===== config.mk =====
export PLATFORM = sky130hd
export DESIGN_NAME = mov_sequencer
export DESIGN_NICKNAME = d
export VERILOG_FILES = /design/src/rtl/mov_sequencer.sv
export SDC_FILE = /design/constraint.sdc
export NUM_CORES = 1
export LEC_CHECK = 0
export CAP_MARGIN = 15
export CORE_MARGIN = 2
export CORE_UTILIZATION = 54
export DETAILED_ROUTE_END_ITERATION = 12
export GPL_TIMING_DRIVEN = 0
export PLACE_DENSITY = 0.93
export SYNTH_ARGS = -nofsm -noshare
export SYNTH_HDL_FRONTEND = slang
export SYNTH_SLANG_ARGS = --single-unit

===== constraint.sdc =====
create_clock -name clk -period 5 [get_ports clk]
set_clock_uncertainty 0.05 [all_clocks]
set_input_delay 1 -clock clk [delete_from_list [all_inputs] [get_ports clk]]
set_output_delay 1 -clock clk [all_outputs]
set_load 0.02 [all_outputs]

===== src/rtl/mov_sequencer.sv =====
// -----------------------------------------------------------------------------
// mov_sequencer
//   Register-move controller for the microcontroller datapath. Decodes MOV
//   instructions and sequences one-hot read enables (rx_out) and write
//   enables (rx_in) over NUM_REGS general registers. It also pulses pc_inc and
//   done for the top-level control path.
//
//   Operands are latched on the start edge, so instruction-bus changes during
//   a move have no effect. Out-of-range register indices are flagged on err.
//   Every output is a registered Moore decode of the state being entered.
//
//   Optional feature macro: MOV_SWAP_EN
//     When defined, dst field[5]=1 selects a register swap through the temp
//     register (FETCH -> SAVE -> XFER -> REST -> DONE).
//     When undefined, field[5] is ignored and tmp_ld/tmp_oe are constant 0.
//
// Parameters
//   NUM_REGS     number of general registers (2..32); width of rx_out/rx_in
//   OPCODE       instruction[15:12] value that selects this block
//
// Ports
//   clk          in   clock, rising edge
//   rst          in   asynchronous active-high reset
//   instr_valid  in   instruction valid this cycle
//   instruction  in   [15:12] opcode, [11:6] dst field, [5:0] src field
//   busy         out  high in every state except IDLE
//   done         out  one-cycle pulse, move complete
//   err          out  pulses with done when src or dst index >= NUM_REGS
//   pc_inc       out  one-cycle pulse, program-counter increment
//   rx_out       out  one-hot register read enable (reg 0 = MSB)
//   rx_in        out  one-hot register write enable (reg 0 = MSB)
//   tmp_ld       out  load temp register from bus (swap only)
//   tmp_oe       out  drive temp register onto bus (swap only)
// -----------------------------------------------------------------------------
module mov_sequencer #(
  parameter int          NUM_REGS = 4,
  parameter logic [3:0]  OPCODE   = 4'b0100
) (
  input  logic                clk,
  input  logic                rst,
  input  logic                instr_valid,
  input  logic [15:0]         instruction,
  output logic                busy,
  output logic                done,
  output logic                err,
  output logic                pc_inc,
  output logic [NUM_REGS-1:0] rx_out,
  output logic [NUM_REGS-1:0] rx_in,
  output logic                tmp_ld,
  output logic                tmp_oe
);

  localparam logic [2:0] S_IDLE  = 3'd0;
  localparam logic [2:0] S_FETCH = 3'd1;
  localparam logic [2:0] S_SAVE  = 3'd2;
  localparam logic [2:0] S_XFER  = 3'd3;
  localparam logic [2:0] S_REST  = 3'd4;
  localparam logic [2:0] S_DONE  = 3'd5;
  localparam logic [2:0] S_HOLD  = 3'd6;

  logic [2:0] state_q, state_d;
  logic [4:0] src_q, src_d;
  logic [4:0] dst_q, dst_d;
  logic       swap_q, swap_d;

  logic                busy_d, done_d, err_d, pc_inc_d, tmp_ld_d, tmp_oe_d;
  logic [NUM_REGS-1:0] rx_out_d, rx_in_d;

  logic                is_mov;
  logic                ops_ok;
  logic [NUM_REGS-1:0] oh_a;
  logic [NUM_REGS-1:0] oh_b;

  // Reserved src field[5], and dst field[5] in builds without swap.
  logic unused_bits;
  assign unused_bits = &{1'b0, instruction[5], instruction[11]};

  // Register i drives one-hot bit NUM_REGS-1-i.
  function automatic logic [NUM_REGS-1:0] idx_onehot(input logic [4:0] idx);
    logic [NUM_REGS-1:0] res;
    res = '0;
    for (int i = 0; i < NUM_REGS; i++) begin
      res[i] = (idx == 5'(NUM_REGS - 1 - i));
    end
    return res;
  endfunction

  function automatic logic idx_legal(input logic [4:0] idx);
    return ({1'b0, idx} < 6'(NUM_REGS));
  endfunction

  assign is_mov = instr_valid && (instruction[15:12] == OPCODE);

  // State, operand and output registers.
  always_ff @(posedge clk or posedge rst) begin
    if (rst) begin
      state_q <= S_IDLE;
      src_q   <= '0;
      dst_q   <= '0;
      swap_q  <= 1'b0;
      busy    <= 1'b0;
      done    <= 1'b0;
      err     <= 1'b0;
      pc_inc  <= 1'b0;
      tmp_ld  <= 1'b0;
      tmp_oe  <= 1'b0;
      rx_out  <= '0;
      rx_in   <= '0;
    end else begin
      state_q <= state_d;
      src_q   <= src_d;
      dst_q   <= dst_d;
      swap_q  <= swap_d;
      busy    <= busy_d;
      done    <= done_d;
      err     <= err_d;
      pc_inc  <= pc_inc_d;
      tmp_ld  <= tmp_ld_d;
      tmp_oe  <= tmp_oe_d;
      rx_out  <= rx_out_d;
      rx_in   <= rx_in_d;
    end
  end

  // Next state and operand latch. Operands are captured only on the start
  // edge; the instruction bus is ignored afterwards until HOLD.
  always_comb begin
    state_d = S_IDLE;
    src_d   = src_q;
    dst_d   = dst_q;
    swap_d  = swap_q;
    case (state_q)
      S_IDLE: begin
        if (is_mov) begin
          state_d = S_FETCH;
          src_d   = instruction[4:0];
          dst_d   = instruction[10:6];
`ifdef MOV_SWAP_EN
          swap_d  = instruction[11];
`else
          swap_d  = 1'b0;
`endif
        end
      end
      S_FETCH: state_d = swap_q ? S_SAVE : S_XFER;
      S_SAVE:  state_d = S_XFER;
      S_XFER:  state_d = swap_q ? S_REST : S_DONE;
      S_REST:  state_d = S_DONE;
      S_DONE:  state_d = S_HOLD;
      // A held MOV must not re-execute: wait for a non-MOV/invalid cycle.
      S_HOLD:  state_d = is_mov ? S_HOLD : S_IDLE;
      default: state_d = S_IDLE;
    endcase
  end

  // Outputs are decoded from the state being entered and its operands, then
  // registered, so they change exactly on the edge that enters each state.
  // A = dst, B = src. A copy moves B into A; a swap parks B in temp first.
  assign ops_ok = idx_legal(src_d) && idx_legal(dst_d);
  assign oh_a   = idx_onehot(dst_d);
  assign oh_b   = idx_onehot(src_d);

  always_comb begin
    busy_d   = (state_d != S_IDLE);
    done_d   = 1'b0;
    err_d    = 1'b0;
    pc_inc_d = 1'b0;
    tmp_ld_d = 1'b0;
    tmp_oe_d = 1'b0;
    rx_out_d = '0;
    rx_in_d  = '0;
    case (state_d)
      S_FETCH: begin
        pc_inc_d = 1'b1;
        if (ops_ok) rx_out_d = oh_b;
      end
      S_SAVE: begin
        if (ops_ok) begin
          rx_out_d = oh_b;
          tmp_ld_d = 1'b1;
        end
      end
      S_XFER: begin
        if (ops_ok) begin
          if (swap_d) begin
            rx_out_d = oh_a;
            rx_in_d  = oh_b;
          end else begin
            rx_out_d = oh_b;
            rx_in_d  = oh_a;
          end
        end
      end
      S_REST: begin
        if (ops_ok) begin
          tmp_oe_d = 1'b1;
          rx_in_d  = oh_a;
        end
      end
      S_DONE: begin
        done_d = 1'b1;
        err_d  = !ops_ok;
      end
      default: ;
    endcase
`ifdef MOV_SWAP_EN
`else
    tmp_ld_d = 1'b0;
    tmp_oe_d = 1'b0;
`endif
  end

endmodule


# == Word level (Yosys, flattened, before mapping) ==
# Index checks and enable logic that the tools add are counted.
# word_totals
inputBits,19
register_bits,26
wordCells,60
# op_classes
magnitude_cmp,2
eq_ne,18
mux,22
n_reduce_logical,8
# ops
operator,count
4-bit two-way mux,6
3-bit one-hot mux with 7 select lines,1
5-bit by 2-bit == test with 1-bit output (second input constant),4
5-bit two-way mux,4
4-bit one-hot mux with 2 select lines,2
3-bit == test (second input constant),5
3-bit by 2-bit == test with 1-bit output (second input constant),4
5-bit by 1-bit == test with 1-bit output (second input constant),2
5-bit zero test,2
5-bit by 3-bit less-than comparator with 1-bit output (second input constant),2
1-bit two-way mux,8
3-bit by 1-bit == test with 1-bit output (second input constant),2
4-bit by 3-bit == test with 1-bit output (second input constant),1
3-bit zero test,1
3-bit two-way mux,1
3-bit nonzero test,1
1-bit logical AND,2
2-bit OR reduction,1
1-bit zero test,1

# == Logic depth before layout (Yosys ltp) ==
# logic_depth
ltp_word,8
mapped_depth,7

# == Worst setup path before layout ==
# No wires, ideal clock.
# synth_timing
kind,input port to flip-flop
startpoint,input port instruction[13]
endpoint,register dst_q[0]
setup_time_ns,0.125
t_required_ns,4.825
arrival_ns,2.363
path_slack_ns,2.462
cell_stages,5
path_cell_list,or2_2 -> nor4_4 -> buf_6 -> buf_4 -> mux2_2
# synth_between
elab_chain_cells,4
# synth_lines
element,line_no,rtl
start: declaration,42,"input logic [15:0] instruction,"
4-bit by 3-bit == test with 1-bit output,92,assign is_mov = instr_valid && (instruction[15:12] == OPCODE);
1-bit logical AND,92,
5-bit two-way mux,134,if (is_mov) begin
5-bit two-way mux,132,case (state_q)
via dst_d[0],63,"logic [4:0] dst_q, dst_d;"
end signal: assignment,112,dst_q <= dst_d;
end: declaration,63,
# The timed path passes the listed nets, and every way through them passes these cells.

# == Worst setup path in the final report ==
# layout_timing
startpoint,input port instruction[13]
endpoint,register rx_out[2]
# layout_between
elab_chain_cells,8
word_cells_on_any_way,24
cone_classes,order compare: 2; eq/ne: 6; mux: 13; reduce/logical: 3
# layout_lines
element,line_no,rtl
4-bit by 3-bit == test with 1-bit output *,92,
1-bit logical AND *,92,
5-bit two-way mux,134,
5-bit two-way mux,132,
5-bit by 3-bit less-than comparator with 1-bit output or 5-bit by 1-bit == test with 1-bit output (tied branches),"89, 83",
1-bit logical AND or 4-bit two-way mux (tied branches),"159, 185",
4-bit two-way mux (on tied branches),"184, 175, 178",
4-bit one-hot mux with 2 select lines *,172,case (state_d)
via rx_out_d[2],67,"logic [NUM_REGS-1:0] rx_out_d, rx_in_d;"
end signal: assignment,120,rx_out <= rx_out_d;
end: declaration,47,"output logic [NUM_REGS-1:0] rx_out,"
# The timed path passes the listed nets; every way through them passes the cells marked *.

==> summary.txt <==
Power
  • P per Cell Area: approximately 470 nW/µm²
  • Pwr Total: about 0.00086 W
  • VDD IR max: approximately 0.38 mV
  • Static Leakage: ~0.77 nW

GRT
  • Total congestion overflow: 0
  • Number of global-route vias before repair: ~1300
  • Gr usage total: 23.17%
  • Initial antenna violation count: 0
  • Pin count of the biggest net entering global routing: 27
  • First-pass GRT wire length: between 5000 and 6000 µm

Synth
  • Post-Synth Adder-Cell Area: 0%
  • Synth Area in Simple Gates: ~24%
  • Synth cell types: 37
  • Synth top area share: roughly 44%
  • Post-Syn Area per Cell: roughly 9.7 µm²
  • Synth area leaders: dfrtp_1 (44%), mux2_2 (9.8%), mux2i_1 (4.7%)
  • Mux contribution to synthesized area: about 15%
  • Cell count after synthesis: 154
  • Synth area leader: dfrtp_1
  • Sequential share of the synthesized area: 43.62%
  • Largest family of logic cells by synthesized area: simple AND/OR/NAND/NOR gates
  • Yosys warns: 0
  • Xor and xnor fraction of the mapped netlist area: 0%
  • Compound-cell area share of the yosys netlist: between 10 and 15%
  • Yosys reg bits: 26
  • Post-Syn Area: 1491 µm²

Timing
  • # setup viols final: 0
  • Period Utilization, post-route: a little under three fifths
  • Worst-Margin Slew: 0.9485 ns
  • Post-layout min period: 2.783 ns
  • Final Hold Violating Endpoints: 0
  • TNS Setup: 0 ns
  • Max_slew headroom: between 30% and 40%
  • Fmax: roughly 360 MHz
  • Max-slew violation total from the final report: 0
  • RSZ-0062 raised after global routing: false

Finish
  • Share of post-route cells with drive strength above 1: between 10% and 20%
  • Area Overhead vs Synth: 24.08%
  • Fillers: between 200 and 250
  • Fin nets: 207
  • # diodes: 0

Clock tree
  • CTS Buf Count: 3
  • Postcts setup bufs: 0
  • Clock root buffer: clkbuf_4
  • H-tree Lvls: 1
  • Clk pin slew, worst setup/hold paths: 0.15 ns
  • Hold_buf cts: 0
  • Sink Count: 26
  • CTS tree: yes
  • Later-pin clock latency in the skew report: roughly 0.34 ns
  • Post-CTS sizing: 0
  • Clk buf depth: 2

Floorplan
  • # rows: 19
  • Die Area: between 3000 and 4000 µm²
  • Chip width: between 50 and 60 µm
  • Initial Util: between 50% and 60%
  • DIE HEIGHT: 56.56 µm
  • I/O pin count: 33
  • Core area: 2686 µm²

Routing
  • Final wirelength: 3399 µm
  • DRT iter0 DRCs: 74
  • Wire per inst: between 15 and 20 µm
  • DR pass1 iterations: 4
  • Via count: 1321
  • Remaining routing DRC violations: 0
  • Routed vias/inst: 6.060
  • Final antenna-violating net count: 0

Placement
  • GPL Wtd Cong: a little over 0.9
  • Number of I/O port buffers: 28
  • Detailed Place HPWL: ~2600 µm

Worst setup path
  • Critical path capture point type: register
  • Critical path origin: instruction[13]
  • Critical path class: in -> reg
  • Crit path arrival time: around 3.0 ns
  • Reg-to-Reg Start: state_q[1]
  • Req. time, crit path: between 5 and 6 ns
  • Worst-path fanout max: 5
  • Startpoint class of the critical path: primary input

Job
  • Maxcap violations: 0

Min path
  • Hold Startpoint: src_q[3]
  • Worst min path class: reg -> reg

Run status
  • Status: completed
path summary, 6_finish.rpt:
path,to,slack (ns),cells after the start
hold / removal,src_q[3],0.48,1
min in group asynchronous,rx_out[2],1.11,2
setup / recovery,rx_out[2],2.22,6
max in group asynchronous,busy,3.21,2
hold reg to reg,src_q[3],0.48,1
setup reg to reg,rx_out[2],2.80,5
sequential cells by signal, indices dropped and copies added, names as in the netlist:
signal / flops
dst_q: 5
src_q: 5
rx_in: 4
rx_out: 4
state_q: 3
busy: 1
done: 1
err: 1
pc_inc: 1
swap_q: 1
cell usage after synthesis (all sizes together):
master  instances
nor4            1
conb            1
nor2           14
o41ai           1
o22ai           3
nor3b           2
o21ai           5
nor3            7
a2111o          1
a22oi           2
mux2i           7
a31oi           1
clkbuf          4
buf             5
or2             3
a221oi          1
nand3           7
a31o            1
nand2          17
nand4b          1
or3             3
o21ba           1
nor2b           3
a21oi           3
a32oi           4
o21a            2
nand3b          6
nand2b          3
dfrtp          26
inv             4
mux2           13
nand4           1
o2111a          1
critical path, cell delays in order:
cell and delay [ns]:
clkdlybuf4s50_1 0.39, or2_2 0.33, nor4_4 0.42, mux2i_1 0.46, a32oi_1 0.20, o22ai_1 0.19
cell families after synthesis:
family | count (synthesis)
AND/OR/NAND/NOR | 68
AO/OA/AOI/OAI | 26
multiplexers | 20
buffers and inverters | 13
flip-flops | 26
other | 1
per-stage QoR:
| stage | utilization, % | hold WS (ns) | setup WS, ns | instances | cell area (µm²) |
|---|---|---|---|---|---|
| final | 68.89 | 0.4826 | 2.217 | 218 | 1851 |
| after CTS | 68.89 | 0.4836 | 2.178 | 218 | 1851 |
| after floorplan | - | 0.4316 | 2.462 | 155 | 1495 |
| after global placement | 67.54 | 0.4410 | 1.776 | 214 | 1814 |
| after global routing | 68.89 | 0.4969 | 2.051 | 218 | 1851 |
| after detailed placement | 67.54 | 0.4517 | 1.829 | 214 | 1814 |
layer usage:
metal	routed length (µm)	GRT usage (%)	up-vias
met2	1586	37.71	79
li1	-	-	618
met4	108	11.90	0
met1	1446	29.79	611
met3	257	3.456	13
met5	0	0	-
final cells by class:
class | instances | area [µm²] | share of cell area [%]
timing repair buffer | 28 | 280.3 | 15.15
tap | 31 | 38.79 | 2.096
inverter | 4 | 15.01 | 0.8114
multi-input combinational | 116 | 775.7 | 41.92
buffer | 9 | 53.80 | 2.907
clock buffer | 4 | 36.28 | 1.961
sequential | 26 | 650.6 | 35.16
where the power goes:
part / switching, W / internal, W
Clock: 0.0000661 / 0.0000447
Sequential: 0.0000427 / 0.000268
Combinational: 0.000255 / 0.000185
Total: 0.000364 / 0.000497
cells in the final DEF (no fill, tap or decap), drive strengths merged, types with 6 or more instances in the layout:
cell	instances
clkbuf	8
nand3	7
dfrtp	26
clkdlybuf4s50	28
nor3	7
mux2i	7
mux2	13
nor2	14
nand3b	6
nand2	17
(Power assumes the default switching activity.)
==> RTL edit 1: new RTL, config.mk and constraints unchanged <==
The parameter `NUM_REGS` goes from 4 to 8.
--- a/src/rtl/mov_sequencer.sv
+++ b/src/rtl/mov_sequencer.sv
@@ -35,3 +35,3 @@
 module mov_sequencer #(
-  parameter int          NUM_REGS = 4,
+  parameter int          NUM_REGS = 8,
   parameter logic [3:0]  OPCODE   = 4'b0100
Ports: changed (resized rx_in and rx_out); port bits go from 33 to 41. The function was not compared with the original's and may differ.
==> RTL edit 1 against the original RTL <==
  * Total power increased by 42%
  * Non-clock buffer count increased by 10
  * Setup slack got worse by 0.31 ns
  * Sequential cell count increased by 8
  * Wire length increased by 20%
  * Synthesized area increased by 20%
  * Final area increased by 27%
  * Register-to-register slack improved by 0.04 ns
  * Largest cell class is now flip-flops and latches
  * Highest routed layer unchanged
==> RTL edit 1: results (changes against the original RTL) <==
metric,value,unit,change
status,finished clean,,unchanged
GRT Overall Usage,23.4,%,was 23.2%
most frequent cells after synthesis,"dfrtp_1 (34), nand2_1 (10), mux2_2 (9)",,"was dfrtp_1 (26), nand2_1 (17), nor2_1 (14), mux2_2 (13)"
first-pass GRT wire length,6.42,mm,was 5.79 mm
peak supply drop,0.000271,V,was 0.000377 V
routed vias,1517,,was 1321
mux contribution to synthesized area,8.99,%,was 14.5%
ranking of synthesized cells by area,"dfrtp_1 (47%), mux2_2 (5.6%), o32ai_1 (3.9%), mux2i_1 (3.3%), buf_6 (3.1%)",,"was dfrtp_1 (44%), mux2_2 (9.8%), mux2i_1 (4.7%), nand2_1 (4.3%), nor2_1 (3.5%)"
total CTS buffers,5,,was 3
hpwl dp,3.00,mm,was 2.59 mm
1st-iter DRT viols,61,,was 74
compound-cell area share of the yosys netlist,17.8,%,was 12.7%
worst path arrival time,3.26,ns,was 3.00 ns
Place WS,1.72,ns,was 1.83 ns
Tightest Pin Transition,0.803,ns,was 0.948 ns
CP Max Fanout,10,,was 5
R2R cell count,6,,was 5
biggest registers after layout,"rx_in x8, rx_out x8",,"was dst_q x5, src_q x5"
Clock Pin Slew Worst Setup and Hold Paths,0.10,ns,was 0.15 ns
fillers,236,,was 207
routed length per placed instance,16.1,µm,was 15.6 µm
sequential area share after synthesis,47.4,%,was 43.6%
Netlist cell types,39,,was 37
ratio of cells with drive above 1 in the final layout,16.7,%,was 15.0%
gpl congestion,0.919,,was 0.932
Post-DP Area,2210,µm²,was 1810 µm²
number of global-route vias before repair,1399,,was 1291
XOR/XNOR Fraction of Synth Area,0.488,%,was 0%
Pleak,1.02,nW,was 0.767 nW
==> RTL edit 1: through the flow <==
| step | hold WS, ns | cells |
|---|---|---|
| global placement | 0.490 | 244 |
| detailed placement | 0.489 | 244 |
| CTS | 0.521 | 252 |
| global route | 0.572 | 253 |
| finish | 0.531 | 253 |
| floorplan | 0.451 | 164 |
==> RTL edit 1: worst paths after layout <==
kind | start | to | slack [ns]
setup / recovery | instr_valid | rx_out[7] | 1.91
hold / removal | src_q[2] | src_q[2] | 0.53
setup reg to reg | state_q[2] | rx_out[7] | 2.84
hold reg to reg | src_q[2] | src_q[2] | 0.53
max in group asynchronous | rst | dst_q[3] | 3.68
min in group asynchronous | rst | state_q[2] | 0.84
==> RTL edit 1: kinds of logic after synthesis <==
family                 Yosys count
other                            1
multiplexers                    15
flip-flops                      34
AND/OR/NAND/NOR                 52
buffers and inverters           17
XOR/XNOR                         1
AO/OA/AOI/OAI                   43
==> RTL edit 1: report_power, final <==
| part | internal, mW | switching (mW) | total, mW |
|---|---|---|---|
| combinational | 0.252 | 0.299 | 0.551 |
| clock | 0.156 | 0.0935 | 0.250 |
| sequential | 0.354 | 0.0718 | 0.425 |
==> RTL edit 1: layout make-up <==
| class | count | area share [%] |
|---|---|---|
| inverter | 7 | 1.12 |
| clock buffer | 5 | 1.60 |
| timing repair buffer | 37 | 16.2 |
| sequential | 34 | 36.3 |
| clock inverter | 3 | 2.94 |
| multi-input combinational | 113 | 35.5 |
| tap | 44 | 2.35 |
| buffer | 10 | 3.85 |
==> RTL edit 1: layer usage <==
layer | part of all wire [%] | GRT usage [%] | vias to the layer above
met2 | 51 | 38.8 | 83
li1 | - | - | 706
met4 | 1.7 | 10.9 | 0
met1 | 40 | 28.1 | 719
met3 | 8.0 | 6.72 | 9
met5 | 0 | 0 | -
==> RTL edit 1: critical path, stage by stage <==
cell             delay, ns
clkdlybuf4s50_1       0.49
nor3b_1               0.67
nand3_1               0.30
buf_6                 0.24
mux2i_1               0.18
o32ai_1               0.38
==> RTL edit 2: new RTL, config.mk and constraints unchanged <==
Made on the original files. Remove the register `rx_in`: a continuous assignment takes its place, so the output `rx_in` follows one clock earlier.
--- a/src/rtl/mov_sequencer.sv
+++ b/src/rtl/mov_sequencer.sv
@@ -107,3 +107,2 @@
       rx_out  <= '0;
-      rx_in   <= '0;
     end else begin
@@ -120,5 +119,6 @@
       rx_out  <= rx_out_d;
-      rx_in   <= rx_in_d;
     end
   end
+
+  assign rx_in = rx_in_d;
 
Function: changed (Yosys sat finds a counterexample within 4 cycles, from zero or initial values and one cycle with rst high).
==> RTL edit 2 against the original RTL <==
  * Global-route usage up 1.3 points
  * Total power fell by 8.0%
  * Wire length is 1.6% lower
  * Setup slack lost 1.9 ns
  * Worst hold slack worse by 0.0099 ns
  * Final area down 6.2%
  * Synthesized area down 6.7%
  * Via count down 0.38%
  * Sequential cell count shrank 4
  * Register-to-register slack worse by 0.05 ns
  * Count of clock-buffer cells in the layout is 1 lower
  * Combinational power about the same
  * Critical path type is now in -> out
  * Critical endpoint is now rx_in[0]
  * Highest routed layer unchanged
==> RTL edit 2: results (changes against the original RTL) <==
metric,value,unit,change
# Post-CTS Setup Buffers,0,,unchanged
Met3 Wirelength,329,µm,was 257 µm
ranking of synthesized cells by area,"dfrtp_1 (40%), mux2_2 (11%), mux2i_1 (5.0%), nand2_1 (4.6%), nor2_1 (3.8%)",,"was dfrtp_1 (44%), mux2_2 (9.8%), mux2i_1 (4.7%), nand2_1 (4.3%), nor2_1 (3.5%)"
fillers,180,,was 207
status,finished clean,,unchanged
Seq. cell area,551,µm²,was 651 µm²
worst path arrival time,3.65,ns,was 3.00 ns
DRT Pass-1 Iters,7,,was 4
Pleak,0.704,nW,was 0.767 nW
Final nets,203,,was 207
M1 wire length,1.28,mm,was 1.45 mm
ratio of cells with drive above 1 in the final layout,14.8,%,was 15.0%
critical path's slowest cell,clkdlybuf4s50_1,,was mux2i_1
Clock Pin Slew Worst Setup and Hold Paths,0.11,ns,was 0.15 ns
grt met3 use,3.28,%,was 3.46%
hpwl dp,2.51,mm,was 2.59 mm
number of global-route vias before repair,1135,,was 1291
XOR/XNOR Fraction of Synth Area,0,%,unchanged
Cells on Worst Hold Path,1,,unchanged
top layer in use,met4,,unchanged
sequential area share after synthesis,39.6,%,was 43.6%
final WL,3.35,mm,was 3.40 mm
total CTS buffers,3,,unchanged
first-pass GRT wire length,5.20,mm,was 5.79 mm
Worst Hold End,src_q[4],,was src_q[3]
largest net degree at the start of global routing,23,,was 27
routed vias,1316,,was 1321
met1 Usage GRT,31.3,%,was 29.8%
biggest registers after layout,"dst_q x5, src_q x5, rx_out x4",,"was dst_q x5, src_q x5"
mux contribution to synthesized area,15.6,%,was 14.5%
peak supply drop,0.000316,V,was 0.000377 V
met2 WL,1.60,mm,was 1.59 mm
gpl congestion,0.931,,was 0.932
Skew-Pair Late Insertion Delay,0.31,ns,was 0.34 ns
GRT Overall Usage,24.5,%,was 23.2%
most frequent cells after synthesis,"dfrtp_1 (22), nand2_1 (17), nor2_1 (14), mux2_2 (13)",,"was dfrtp_1 (26), nand2_1 (17), nor2_1 (14), mux2_2 (13)"
HP Start,src_q[4],,was src_q[3]
CP peak stage delay,0.60,ns,was 0.46 ns
compound-cell area share of the yosys netlist,13.6,%,was 12.7%
R2R Setup Slk,2.75,ns,was 2.80 ns
M2 GR Usage,40.1,%,was 37.7%
1st-iter DRT viols,54,,was 74
relative slew slack,41.8,%,was 36.7%
[RTL edit 2: final cells by class]
| type | instances | share of cell area, % |
|---|---|---|
| buffer | 9 | 3.10 |
| clock buffer | 3 | 1.30 |
| timing repair buffer | 28 | 16.2 |
| inverter | 4 | 0.865 |
| sequential | 22 | 31.7 |
| tap | 30 | 2.16 |
| multi-input combinational | 116 | 44.7 |
[RTL edit 2: where the power goes]
| group | switching (mW) | total (mW) | leakage [nW] | internal [mW] |
|---|---|---|---|---|
| combinational | 0.255 | 0.440 | 0.402 | 0.185 |
| clock | 0.0531 | 0.0812 | 0.0138 | 0.0282 |
| sequential | 0.0410 | 0.271 | 0.289 | 0.230 |
[RTL edit 2: worst max-delay path by stage]
| stage | slack [ns] | to |
|---|---|---|
| 6_report | 0.30 | rx_in[0] |
| 5_1_grt | 0.20 | rx_in[1] |
| 4_1_cts | 0.35 | rx_in[0] |
| 3_5_place_dp | 0.36 | rx_in[0] |
| 3_3_place_gp | 0.35 | rx_in[0] |
| 2_1_floorplan | 1.29 | rx_in[1] |
[RTL edit 2: critical path, delay by kind of cell]
kind | cells | cell delay, ns
buffers and inverters | 2 | 0.99
AOI/OAI and AO/OA | 2 | 0.38
muxes | 1 | 0.50
and+or+nand+nor | 2 | 0.77
[RTL edit 2: through the flow]
step | cells | hold slack [ns] | setup WS (ns) | power, mW | instance area, µm²
2_1_floorplan | 151 | 0.432 | 1.29 | 0.575 | 1400
3_3_place_gp | 209 | 0.440 | 0.347 | 0.680 | 1710
3_5_place_dp | 209 | 0.450 | 0.359 | 0.699 | 1710
4_1_cts | 212 | 0.477 | 0.345 | 0.780 | 1740
5_1_grt | 212 | 0.490 | 0.195 | 0.846 | 1740
6_report | 212 | 0.473 | 0.295 | 0.793 | 1740
